[src/rtl/fade_pkg.sv]
// ---------------------------------------------------------------------------
// fade_pkg
//   Shared definitions for the RGB fade datapath: hue sector encoding,
//   default timing constants and the duty-width helper used to size every
//   duty-carrying bus (duty registers, ramp, PWM compare counters).
// ---------------------------------------------------------------------------
package fade_pkg;

  // Hue sector. Each name lists the channel held at full scale, the channel
  // that is ramping and the ramp direction.
  typedef logic [2:0] sector_t;

  localparam sector_t SECT_R_G_UP = 3'd0; // R full, G rising
  localparam sector_t SECT_G_R_DN = 3'd1; // G full, R falling
  localparam sector_t SECT_G_B_UP = 3'd2; // G full, B rising
  localparam sector_t SECT_B_G_DN = 3'd3; // B full, G falling
  localparam sector_t SECT_B_R_UP = 3'd4; // B full, R rising
  localparam sector_t SECT_R_B_DN = 3'd5; // R full, B falling

  // Defaults give one full colour cycle per second at 12 MHz.
  localparam int PWM_INTERVAL_DEF    = 1200;
  localparam int UPDATE_INTERVAL_DEF = 10000;
  localparam int STEP_DEF            = 6;

  // Bits needed to hold a duty value in 0..interval inclusive.
  function automatic int duty_w(input int interval);
    return $clog2(interval + 1);
  endfunction

endpackage

[src/rtl/tick_gen.sv]
// ---------------------------------------------------------------------------
// tick_gen
//   Free-running prescaler that emits a one-cycle tick every INTERVAL enabled
//   clocks. Disabling holds the count where it is (no clear), so a paused
//   interval resumes and completes its remaining clocks once re-enabled.
//
// Ports
//   clk   in   system clock
//   rst   in   asynchronous active-high reset (count returns to 0)
//   en    in   count enable
//   tick  out  high for the cycle in which the count sits at INTERVAL-1
//               while en is high; the count wraps to 0 on that edge
// ---------------------------------------------------------------------------
module tick_gen #(
  parameter  int INTERVAL = 10000,
  localparam int CW       = (INTERVAL > 1) ? $clog2(INTERVAL) : 1
) (
  input  logic clk,
  input  logic rst,
  input  logic en,
  output logic tick
);

  localparam logic [CW-1:0] LAST = CW'(INTERVAL - 1);

  logic [CW-1:0] cnt_q;
  logic [CW-1:0] cnt_d;

  always_comb begin
    cnt_d = cnt_q;
    tick  = 1'b0;
    if (en) begin
      if (cnt_q == LAST) begin
        cnt_d = '0;
        tick  = 1'b1;
      end else begin
        cnt_d = cnt_q + CW'(1);
      end
    end
  end

  always_ff @(posedge clk or posedge rst) begin
    if (rst) begin
      cnt_q <= '0;
    end else begin
      cnt_q <= cnt_d;
    end
  end

endmodule

[src/rtl/hue_duty_gen.sv]
// ---------------------------------------------------------------------------
// hue_duty_gen
//   Walks the hue wheel through six sectors, ramping one colour channel per
//   sector, and presents per-channel duty values to the downstream PWM stage.
//   Staged duties are a pure function of (sector, ramp); the outputs are a
//   second register bank that only reloads on frame_start, so a PWM frame
//   never sees a duty change part-way through.
//
// Ports
//   clk          in   system clock
//   rst          in   asynchronous active-high reset
//   en           in   advance enable; low freezes prescaler, ramp and sector
//                     (output reloading on frame_start continues)
//   frame_start  in   one-cycle pulse at each PWM frame boundary
//   duty_r/g/b   out  latched duty values, 0..PWM_INTERVAL
//   sector       out  current (staged) hue sector, 0..5
// ---------------------------------------------------------------------------
module hue_duty_gen
  import fade_pkg::*;
#(
  parameter  int PWM_INTERVAL    = PWM_INTERVAL_DEF,
  parameter  int STEP            = STEP_DEF,
  parameter  int UPDATE_INTERVAL = UPDATE_INTERVAL_DEF,
  localparam int DW              = duty_w(PWM_INTERVAL)
) (
  input  logic          clk,
  input  logic          rst,
  input  logic          en,
  input  logic          frame_start,
  output logic [DW-1:0] duty_r,
  output logic [DW-1:0] duty_g,
  output logic [DW-1:0] duty_b,
  output logic [2:0]    sector
);

  localparam logic [DW-1:0] FULL   = DW'(PWM_INTERVAL);
  localparam logic [DW-1:0] STEP_W = DW'(STEP);

  logic tick;

  logic [DW-1:0] ramp_q, ramp_d;
  sector_t       sector_q, sector_d;

  logic [DW-1:0] staged_r, staged_g, staged_b;
  logic [DW-1:0] ramp_dn;

  logic [DW-1:0] duty_r_q, duty_r_d;
  logic [DW-1:0] duty_g_q, duty_g_d;
  logic [DW-1:0] duty_b_q, duty_b_d;

  tick_gen #(
    .INTERVAL (UPDATE_INTERVAL)
  ) u_tick_gen (
    .clk  (clk),
    .rst  (rst),
    .en   (en),
    .tick (tick)
  );

  // Ramp / sector advance. The ramp wraps one step before full scale, so it
  // never equals PWM_INTERVAL; the full-scale point of a rising channel is
  // supplied by the next sector holding that channel at FULL. Since
  // ramp <= FULL-STEP, ramp+STEP fits in DW bits.
  always_comb begin
    ramp_d   = ramp_q;
    sector_d = sector_q;
    if (tick) begin
      if ((ramp_q + STEP_W) == FULL) begin
        ramp_d   = '0;
        sector_d = (sector_q == SECT_R_B_DN) ? SECT_R_G_UP
                                             : sector_t'(sector_q + 3'd1);
      end else begin
        ramp_d = ramp_q + STEP_W;
      end
    end
  end

  // Staged duties. ramp < FULL, so the falling value cannot underflow.
  always_comb begin
    ramp_dn  = FULL - ramp_q;
    staged_r = '0;
    staged_g = '0;
    staged_b = '0;
    case (sector_q)
      SECT_R_G_UP: begin
        staged_r = FULL;
        staged_g = ramp_q;
      end
      SECT_G_R_DN: begin
        staged_r = ramp_dn;
        staged_g = FULL;
      end
      SECT_G_B_UP: begin
        staged_g = FULL;
        staged_b = ramp_q;
      end
      SECT_B_G_DN: begin
        staged_g = ramp_dn;
        staged_b = FULL;
      end
      SECT_B_R_UP: begin
        staged_r = ramp_q;
        staged_b = FULL;
      end
      SECT_R_B_DN: begin
        staged_r = FULL;
        staged_b = ramp_dn;
      end
      default: begin
        // Unreachable encodings 6..7 stage all channels dark.
      end
    endcase
  end

  // Output latch. It samples the staged values from the current (pre-tick)
  // ramp/sector, so a tick on the same edge only shows up at the next frame.
  always_comb begin
    duty_r_d = duty_r_q;
    duty_g_d = duty_g_q;
    duty_b_d = duty_b_q;
    if (frame_start) begin
      duty_r_d = staged_r;
      duty_g_d = staged_g;
      duty_b_d = staged_b;
    end
  end

  always_ff @(posedge clk or posedge rst) begin
    if (rst) begin
      ramp_q   <= '0;
      sector_q <= SECT_R_G_UP;
      duty_r_q <= FULL;
      duty_g_q <= '0;
      duty_b_q <= '0;
    end else begin
      ramp_q   <= ramp_d;
      sector_q <= sector_d;
      duty_r_q <= duty_r_d;
      duty_g_q <= duty_g_d;
      duty_b_q <= duty_b_d;
    end
  end

  assign duty_r = duty_r_q;
  assign duty_g = duty_g_q;
  assign duty_b = duty_b_q;
  assign sector = sector_q;

endmodule

[config.mk]
export PLATFORM = sky130hd
export DESIGN_NAME = hue_duty_gen
export DESIGN_NICKNAME = d
export VERILOG_FILES = /design/src/rtl/fade_pkg.sv /design/src/rtl/tick_gen.sv /design/src/rtl/hue_duty_gen.sv
export SDC_FILE = /design/constraint.sdc
export NUM_CORES = 1
export LEC_CHECK = 0
export ABC_AREA = 1
export BUFFER_PORTS_ARGS = -buffer_cell sky130_fd_sc_hd__buf_2
export CAP_MARGIN = 20
export CORE_UTILIZATION = 40
export CTS_BUF_LIST = sky130_fd_sc_hd__clkbuf_4
export CTS_CLUSTER_SIZE = 8
export DETAILED_ROUTE_END_ITERATION = 16
export GPL_ROUTABILITY_DRIVEN = 0
export HOLD_SLACK_MARGIN = 0.1
export PLACE_DENSITY = 0.68
export SLEW_MARGIN = 10
export SYNTH_ARGS = -nofsm -noshare
export SYNTH_HDL_FRONTEND = slang
export SYNTH_SLANG_ARGS = --single-unit
[constraint.sdc]
create_clock -name clk -period 3.7 [get_ports clk]
set_clock_uncertainty 0.1 [all_clocks]
set_input_delay 0 -clock clk [delete_from_list [all_inputs] [get_ports clk]]
set_output_delay 0 -clock clk [all_outputs]
set_load 0.01 [all_outputs]
==> results by group, run 1 <==
Status
  • Status: finished clean

Die
  • Standard-cell rows: 33
  • DIE HEIGHT: 94.6 um
  • Core ar.: 0.00826 sq mm
  • Die footprint: 0.00895 sq mm
  • Initial Util: 41.6%
  • Ports: 40
  • Die Wd: 94.6 um

STA
  • Unrepaired setup endpoints after global routing: false
  • Final setup vio count: 0
  • Final hold violations: 0
  • Least-Margin Pin Slew: 0.704 ns
  • Setup TNS: 0 ns
  • Final Max Slew Viols: 0
  • Slew headroom: 53.0%
  • Fin crit period: 2.03 ns
  • Part of the cycle the worst path needs: 54.7%
  • Max Clock Freq: 494 MHz

Clock network
  • Clock root cell: clkbuf_4
  • Setup Buffers After CTS: 0
  • Count of hold-fix buffers inserted at cts: 3
  • Sink Count: 60
  • Post-cts resize count: 0
  • Worst skew pair latency: 0.42 ns
  • Htree depth: 3
  • CTS clock-pin slew for the worst setup and hold paths: 0.11 ns
  • Clk buf depth: 2
  • CTS tree: yes
  • TritonCTS Buffers: 9

Setup path
  • Critical-path cell list: inv_1, ha_1, nor2_1, nand2_1, nand2_1, nand2_1, nor3_4, nand2_4, clkinv_2, nor2_1
  • R2R cell count: 10
  • Levels on crit path: 10
  • Buf/Inv on CP: 2
  • Crit path top cell by count: nand2_1
  • Startpoint Class: flip-flop
  • Crit path from: ramp_q[1]
  • Critical path's top delay family: simple AND/OR/NAND/NOR gates
  • Crit path DAT: 2.23 ns
  • Crit path max-delay cell type: dfrtp_1
  • Worst path max stage delay: 0.49 ns
  • CP Class: reg2reg
  • Crit-path max FO: 7
  • WP data required: 3.90 ns
  • Crit. End Element: flip-flop
  • Worst flop-to-flop path startpoint: ramp_q[1]

Drt
  • Post-route antenna net violation count: 0
  • Initial DRT Pass Iterations: 4
  • Final wirelength: 7.96 mm
  • Via/cell ratio: 5.07
  • DR iter-0 viols: 219
  • DRC: 0
  • WL per Instance: 13.0 um
  • Routed via count: 3110

Placement
  • Dpl cells: 594
  • Post-DP HPWL: 5.91 mm
  • IO Port Bufs: 39

Finish
  • Fillers: 868
  • Area grow syn2layout: 12.1%
  • Core Util, Final: 46.6%
  • Most frequent cells in the layout: 162 x nand2_1, 56 x dfrtp_1, 45 x inv_1
  • Layout cell share with drive strength beyond 1: 16.3%
  • Commonest non-fill, non-tap cell in the layout: nand2_1
  • Final std cells w/o fill: 613
  • Number of inserted diodes: 0
  • Fin nets: 511

Pwr
  • Total Power: 1.52 mW
  • Pwr dens: 396 mW/mm^2
  • Static leakage: 2.09 nW
  • Max IR drop VDD: 402 uV

Logic synthesis
  • Synth cell types: 40
  • Post-synth EDFFs: 0
  • Post-synthesis cell count: 464
  • Register area share after synthesis: 43.9%
  • Post-synth top flop: dfrtp_1
  • Cell taking the most area after synthesis: dfrtp_1
  • Post-synth ARST share: 100%
  • Synth top area share: 40.8%
  • Post-synth net total: 472
  • Synth top area cells: dfrtp_1 41%, nand2_1 18%, inv_1 5.0%, nand3_1 4.1%, o21ai_0 4.1%
  • Register bit total from synthesis: 60
  • Cell Area, Synth: 0.00343 sq mm
  • Yosys warning count: 0
  • Syn avg cell area: 7.40 sq um

Run
  • Max Cap Viol: 0

Global route
  • Overflow after GRT: 0
  • Vias in the first global route: 3023
  • Initial antenna violation count: 0
  • First-pass GRT wire length: 13.5 mm
  • Largest net degree at the start of global routing: 35
  • Tot GR Track Use: 19.4%

Worst hold path
  • Hold Path Class: in2async
per-stage QoR:
step | hold WS [ns] | area (sq um) | setup WS (ns)
final | 0.131 | 3850 | 1.67
after global routing | 0.199 | 3850 | 1.52
after CTS | 0.137 | 3850 | 1.67
after detailed placement | 0.0599 | 3680 | 1.70
after global placement | 0.0468 | 3680 | 1.80
after floorplan | -0.00355 | 3430 | 1.92
power breakdown:
part | switching, mW | internal [mW]
Clock | 0.253 | 0.202
Combinational | 0.162 | 0.0917
Sequential | 0.0920 | 0.722
area by class of cell:
| class | instances | area (sq um) | area share, % |
|---|---|---|---|
| multi-input combinational | 335 | 1630 | 42.5 |
| sequential | 60 | 1510 | 39.2 |
| timing repair buffer | 44 | 240 | 6.24 |
| inverter | 53 | 200 | 5.20 |
| tap | 105 | 131 | 3.41 |
| clock buffer | 9 | 67.6 | 1.76 |
| clock inverter | 7 | 67.6 | 1.76 |
cell usage after synthesis, types with 2 or more instances:
| library cell | count |
|---|---|
| inv_2 | 5 |
| nand3_2 | 3 |
| nand2_1 | 162 |
| ha_1 | 4 |
| dfrtp_1 | 56 |
| nor2_2 | 3 |
| clkbuf_2 | 2 |
| o21ai_0 | 28 |
| xor2_1 | 11 |
| buf_2 | 2 |
| a21oi_1 | 21 |
| nand3_1 | 28 |
| xnor2_1 | 2 |
| o22ai_1 | 6 |
| dfstp_2 | 4 |
| buf_4 | 5 |
| nor3_1 | 6 |
| nand2_2 | 2 |
| nor2_4 | 2 |
| nand4_1 | 9 |
| nor3_4 | 2 |
| clkbuf_1 | 5 |
| nor2_1 | 34 |
| inv_1 | 46 |
path summary, 6_finish.rpt:
| kind | endpoint | slack [ns] |
|---|---|---|
| worst max-delay path | ramp_q[7] | 1.67 |
| worst min-delay path | u_tick_gen.cnt_q[1] | 0.13 |
| worst max register to register | ramp_q[7] | 1.67 |
| worst min register to register | duty_r[10] | 0.37 |
| max in group asynchronous | duty_r[10] | 2.51 |
| min in group clk | u_tick_gen.cnt_q[13] | 0.34 |
flip-flops by register name, indices dropped and copies added, names as in the netlist:
signal and flops:
sector 3, ramp_q 10, duty_g 11, duty_r 11
u_tick_gen.cnt_q 14, duty_b 11
cell families (layout without fill, tap and decap cells):
group / Yosys count / count (layout) / share of synthesized area (%)
buf+inv: 69 / 113 / 8.49
simple gates: 256 / 256 / 33.0
fa+ha+maj: 4 / 4 / 1.46
flops: 60 / 60 / 43.9
compound gates: 62 / 62 / 9.81
xor+xnor: 13 / 13 / 3.32
routing by layer:
layer  global-route usage (%)  part of all wire [%]  vias up
li1                         -                     -     1555
met4                     9.09                   1.7        0
met1                     23.3                    45     1455
met3                     4.91                   4.9       19
met2                     32.3                    48       81
met5                        0                     0        -
worst reg2reg max path, cell delays in order, from the launching register on:
cell	delay (ns)
dfrtp_1	0.49
inv_1	0.12
ha_1	0.28
nor2_1	0.20
nand2_1	0.08
nand2_1	0.06
nand2_1	0.10
nor3_4	0.29
nand2_4	0.09
clkinv_2	0.07
nor2_1	0.04
Power figures use the tool's default switching activity.
==> inputs of run 2 (changes only) <==
- clock period: 3.7 -> 2.1 ns (I/O delays scaled with it)
==> results by group, run 2 (synthesis gave the netlist of run 1 again) <==
Status
  • Status: finished clean

Finish
  • Most frequent cells in the layout: 162 x nand2_1, 56 x dfrtp_1, 45 x inv_1
  • Fillers: 825
  • Max reg flops: 14
  • Number of inserted diodes: 0
  • Fin nets: 519
  • Layout cell share with drive strength beyond 1: 18.0%
  • FF+latch area: 0.00151 sq mm
  • Top reg by flops: u_tick_gen.cnt_q
  • Area grow syn2layout: 14.9%
  • Area of the multi-input gates: 0.00164 sq mm
  • Core Util, Final: 47.8%
  • Commonest non-fill, non-tap cell in the layout: nand2_1

Setup path
  • Crit path top cell by count: nand2_1
  • Buf/Inv on CP: 1
  • Critical-path cell list: inv_1, ha_2, nor2_2, nand2_1, nand2_1, nand3_1, nor3_4, nand2_4, nand2_1, nand2_1
  • Startpoint Class: flip-flop
  • Worst path max stage delay: 0.43 ns
  • Crit path DAT: 2.14 ns
  • Crit-path max FO: 5
  • Critical path's top delay family: simple AND/OR/NAND/NOR gates
  • CP Class: reg2reg
  • WP data required: 2.32 ns
  • Crit. End Element: flip-flop
  • Crit path max-delay cell type: dfrtp_1

Global route
  • Overflow after GRT: 0
  • First-pass GRT wire length: 13.9 mm
  • Vias in the first global route: 3004
  • Initial antenna violation count: 0
  • Tot GR Track Use: 20.1%
  • Largest net degree at the start of global routing: 33

Placement
  • IO Port Bufs: 39
  • Post-DP HPWL: 6.13 mm

Run
  • Max Cap Viol: 0

Die
  • Standard-cell rows: 33
  • DIE HEIGHT: 94.6 um
  • Core ar.: 0.00826 sq mm
  • Ports: 40
  • Die Wd: 94.6 um
  • Initial Util: 41.6%
  • Die footprint: 0.00895 sq mm

STA
  • Final Max Slew Viols: 0
  • Unrepaired setup endpoints after global routing: false
  • Final setup vio count: 0
  • Final hold violations: 0
  • Slew headroom: 64.6%
  • Setup TNS: 0 ns
  • Fin crit period: 1.91 ns
  • Max Clock Freq: 523 MHz
  • Part of the cycle the worst path needs: 91.0%
  • Least-Margin Pin Slew: 0.525 ns
  • Hold_ws: 0.315 ns

Drt
  • WL per Instance: 13.4 um
  • Routed via count: 3138
  • Via/cell ratio: 5.05
  • Post-route antenna net violation count: 0
  • Initial DRT Pass Iterations: 5
  • DR iter-0 viols: 188
  • DRC: 0
  • Final wirelength: 8.30 mm

Clock network
  • CTS tree: yes
  • Worst skew pair latency: 0.44 ns
  • Clk buf depth: 2
  • TritonCTS Buffers: 9
  • CTS clock-pin slew for the worst setup and hold paths: 0.11 ns
  • Setup Buffers After CTS: 0
  • Sink Count: 60
  • Clock root cell: clkbuf_4
  • Htree depth: 3

Pwr
  • Static leakage: 2.14 nW
  • Pwr dens: 723 mW/mm^2
  • Max IR drop VDD: 496 uV

Worst hold path
  • Hold Path Class: in2reg
-- run 2: changes by cell type in the layout (fill, tap and decap cells not counted), sizes merged --
| cell | previous run | this run |
|---|---|---|
| clkbuf | 9 | 10 |
| bufinv | 1 | 2 |
| clkinv | 6 | 4 |
| buf | 41 | 48 |
| dlygate4sd3 | 3 | 4 |
-- run 2: final timing paths --
kind | startpoint | endpoint | slack [ns] | cells after the start
setup / recovery | ramp_q[2] | sector[0] | 0.19 | 10
hold / removal | en | u_tick_gen.cnt_q[13] | 0.31 | 3
setup reg to reg | ramp_q[2] | sector[0] | 0.19 | 10
hold reg to reg | duty_r[10] | duty_r[10] | 0.38 | 2
max in group asynchronous | rst | duty_r[10] | 0.92 | 5
min in group asynchronous | rst | u_tick_gen.cnt_q[0] | 0.64 | 5
-- run 2: cell type report --
type / count / area share, %
Timing Repair Buffer: 52 / 7.68
Clock inverter: 6 / 2.25
Sequential cell: 60 / 38.2
Tap cell: 105 / 3.33
Clock buffer: 10 / 1.90
Multi-Input combinational cell: 335 / 41.6
Inverter: 53 / 5.08
-- run 2: repair_timing --
item	CTS	global route
hold endpoints to repair	108	0
resized for setup	0	2
endpoints found under the setup margin	0	7
hold buffers	4	0
-- run 2: routing by layer --
metal,up-vias,GRT usage [%],wire length [um]
li1,1576,-,-
met1,1449,24.5,3750
met2,92,33.9,4010
met3,21,5.23,381
met4,0,7.70,161
met5,-,0,0
-- run 2: metrics by stage --
step | cells | area [sq um] | power, mW | setup slack, ns
floorplan | 464 | 3430 | 1.76 | 0.316
detailed placement | 601 | 3730 | 1.91 | 0.193
CTS | 621 | 3940 | 2.87 | 0.166
global placement | 601 | 3730 | 1.89 | 0.272
finish | 621 | 3940 | 2.85 | 0.189
global route | 621 | 3940 | 3.02 | 0.0265
-- run 2: power by group --
group / switching, mW / internal, mW / total [mW] / leakage [nW]
registers: 0.160 / 1.27 / 1.43 / 0.755
clock network: 0.460 / 0.495 / 0.955 / 0.0826
logic: 0.291 / 0.170 / 0.462 / 1.30
total: 0.912 / 1.94 / 2.85 / 2.14
-- run 2: tightest hold or removal path, cell delays in order --
cell and delay [ns]:
dlygate4sd3_1 0.51, buf_2 0.19, o21ai_0 0.09
==> inputs of run 3 (changes only) <==
- ABC_AREA: 1 -> default
- PLACE_DENSITY: 0.68 -> 0.69
==> results by group, run 3 <==
Finish
  • Final std cells w/o fill: 541
  • FF+latch area: 0.00151 sq mm
  • Max reg flops: 14
  • Fin nets: 442
  • Number of inserted diodes: 0
  • Area of the multi-input gates: 0.00163 sq mm
  • Layout cell share with drive strength beyond 1: 28.7%
  • Fillers: 744
  • Area grow syn2layout: 26.4%
  • Top reg by flops: u_tick_gen.cnt_q
  • Most frequent cells in the layout: 56 x dfrtp_1, 48 x buf_4, 44 x nor2_1
  • Commonest non-fill, non-tap cell in the layout: dfrtp_1

Die
  • DIE HEIGHT: 91.9 um
  • Standard-cell rows: 32
  • Ports: 40
  • Core ar.: 0.00777 sq mm
  • Initial Util: 41.6%
  • Die Wd: 91.9 um
  • Die footprint: 0.00844 sq mm

Drt
  • DRC: 0
  • Post-route antenna net violation count: 0
  • Initial DRT Pass Iterations: 5
  • WL per Instance: 15.1 um
  • Via/cell ratio: 5.46
  • DR iter-0 viols: 184
  • Final wirelength: 8.17 mm
  • Routed via count: 2952

Setup path
  • Crit-path max FO: 5
  • R2R cell count: 5
  • RR Endpoint: ramp_q[4]
  • WP data required: 2.35 ns
  • Reg-to-reg slack, setup: -0.06 ns
  • Startpoint Class: flip-flop
  • Worst flop-to-flop path startpoint: u_tick_gen.cnt_q[12]
  • CP Class: reg2reg
  • Crit path DAT: 2.41 ns
  • Crit. End Element: flip-flop

Placement
  • IO Port Bufs: 39
  • Dpl cells: 520
  • Pre-CTS setup slack: -0.0302 ns
  • Post-DP HPWL: 5.97 mm

STA
  • Setup TNS: -0.0695 ns
  • Final worst slack: -0.0628 ns
  • Max Clock Freq: 462 MHz
  • Final setup vio count: 2
  • Least-Margin Pin Slew: 0.700 ns
  • Final Max Slew Viols: 0
  • Final hold violations: 0
  • Part of the cycle the worst path needs: 103%
  • Unrepaired setup endpoints after global routing: true
  • Slew headroom: 53.3%
  • Fin crit period: 2.16 ns

Clock network
  • TritonCTS Buffers: 9
  • Worst skew pair latency: 0.41 ns
  • Clock root cell: clkbuf_4
  • Htree depth: 3
  • CTS tree: yes
  • CTS clock-pin slew for the worst setup and hold paths: 0.11 ns
  • Sink Count: 60
  • Clk buf depth: 2

Global route
  • First-pass GRT wire length: 13.7 mm
  • Overflow after GRT: 0
  • Largest net degree at the start of global routing: 33
  • Tot GR Track Use: 20.7%
  • Initial antenna violation count: 0
  • Vias in the first global route: 2952

Logic synthesis
  • Synth top area share: 43.4%
  • Yosys warning count: 0
  • Top-count cell post-synth: dfrtp_1
  • Cell taking the most area after synthesis: dfrtp_1
  • Register bit total from synthesis: 60
  • Post-synth ARST share: 100%
  • Synth cell types: 50
  • Post-synthesis cell count: 359
  • Post-synth EDFFs: 0
  • Post-synth top flop: dfrtp_1
  • Synth top area cells: dfrtp_1 43%, nor2_1 5.1%, o21ai_0 3.6%, xnor2_1 3.5%, dfstp_2 3.3%
  • Cell Area, Synth: 0.00323 sq mm
  • Syn avg cell area: 9.00 sq um
  • Register area share after synthesis: 46.6%
  • Post-synth top cells: 56 x dfrtp_1, 44 x nor2_1, 27 x nand2_1, 23 x clkbuf_1, 23 x o21ai_0
  • Post-synth net total: 367

Pwr
  • Pwr dens: 649 mW/mm^2
  • Total Power: 2.65 mW
  • Max IR drop VDD: 522 uV
  • Static leakage: 1.92 nW

Run
  • Max Cap Viol: 0

Status
  • Failing checks: setup timing
  • Status: complete, but fails checks

Worst hold path
  • Hold Path Class: in2async
run 3: logic make-up after synthesis:
logic type / synth area share (%)
compound gates: 18.6
xor+xnor: 5.96
fa+ha+maj: 1.55
buf+inv: 4.80
flops: 46.6
mux: 2.01
simple gates: 20.5
run 3: repair_timing:
| action | 4_1_cts | 5_1_grt |
|---|---|---|
| resized for setup | 1 | 9 |
| hold buffers | 3 | 0 |
| setup buffers | 1 | 1 |
| pin swaps | 0 | 3 |
| endpoints found under the hold margin | 96 | 0 |
| endpoints found under the setup margin | 3 | 12 |
run 3: critical path: stages, from the launching register on:
cell	delay, ns
dfrtp_1	0.38
or4b_4	0.53
or4_4	0.46
or3_1	0.36
a32oi_1	0.17
a21o_1	0.10
run 3: cell type report:
cell class	instances	area share (%)
inverters	15	1.38
repair buffers	90	14.3
clock buffers	11	2.02
multi-input cells	258	39.8
clock inverters	5	2.45
well taps	102	3.12
flip-flops and latches	60	36.9
run 3: worst max-delay path by stage:
stage                               from   endpoint  cells after the start
finish              u_tick_gen.cnt_q[12]  ramp_q[4]                      5
global route        u_tick_gen.cnt_q[12]  ramp_q[4]                      5
CTS                 u_tick_gen.cnt_q[12]  ramp_q[4]                      5
detailed placement  u_tick_gen.cnt_q[12]  ramp_q[4]                      5
global placement    u_tick_gen.cnt_q[12]  ramp_q[4]                      5
floorplan                      ramp_q[2]  sector[2]                      8
run 3: power by group:
| group | leakage [nW] | switching (mW) | internal [mW] |
|---|---|---|---|
| registers | 0.752 | 0.0531 | 1.23 |
| clock network | 0.101 | 0.427 | 0.626 |
| logic | 1.06 | 0.169 | 0.146 |
| total | 1.92 | 0.649 | 2.00 |
run 3: metal layers:
metal  global-route usage, %  vias to the layer above  part of all wire [%]  wire (um)
li1                        -                     1427                     -          -
met1                    24.4                     1410                    43       3540
met2                    35.2                       95                    49       4010
met3                    4.81                       20                   4.7        381
met4                    10.5                        0                   2.9        234
met5                       0                        -                     0          0
run 3: through the flow:
step                      instance area [sq um]  utilization [%]  hold slack, ns
final                                      4080             52.6           0.108
after floorplan                            3250                -        -0.00355
after detailed placement                   3810             49.0          0.0273
after global placement                     3810             49.0          0.0193
after CTS                                  4030             51.9           0.106
after global routing                       4080             52.6           0.153
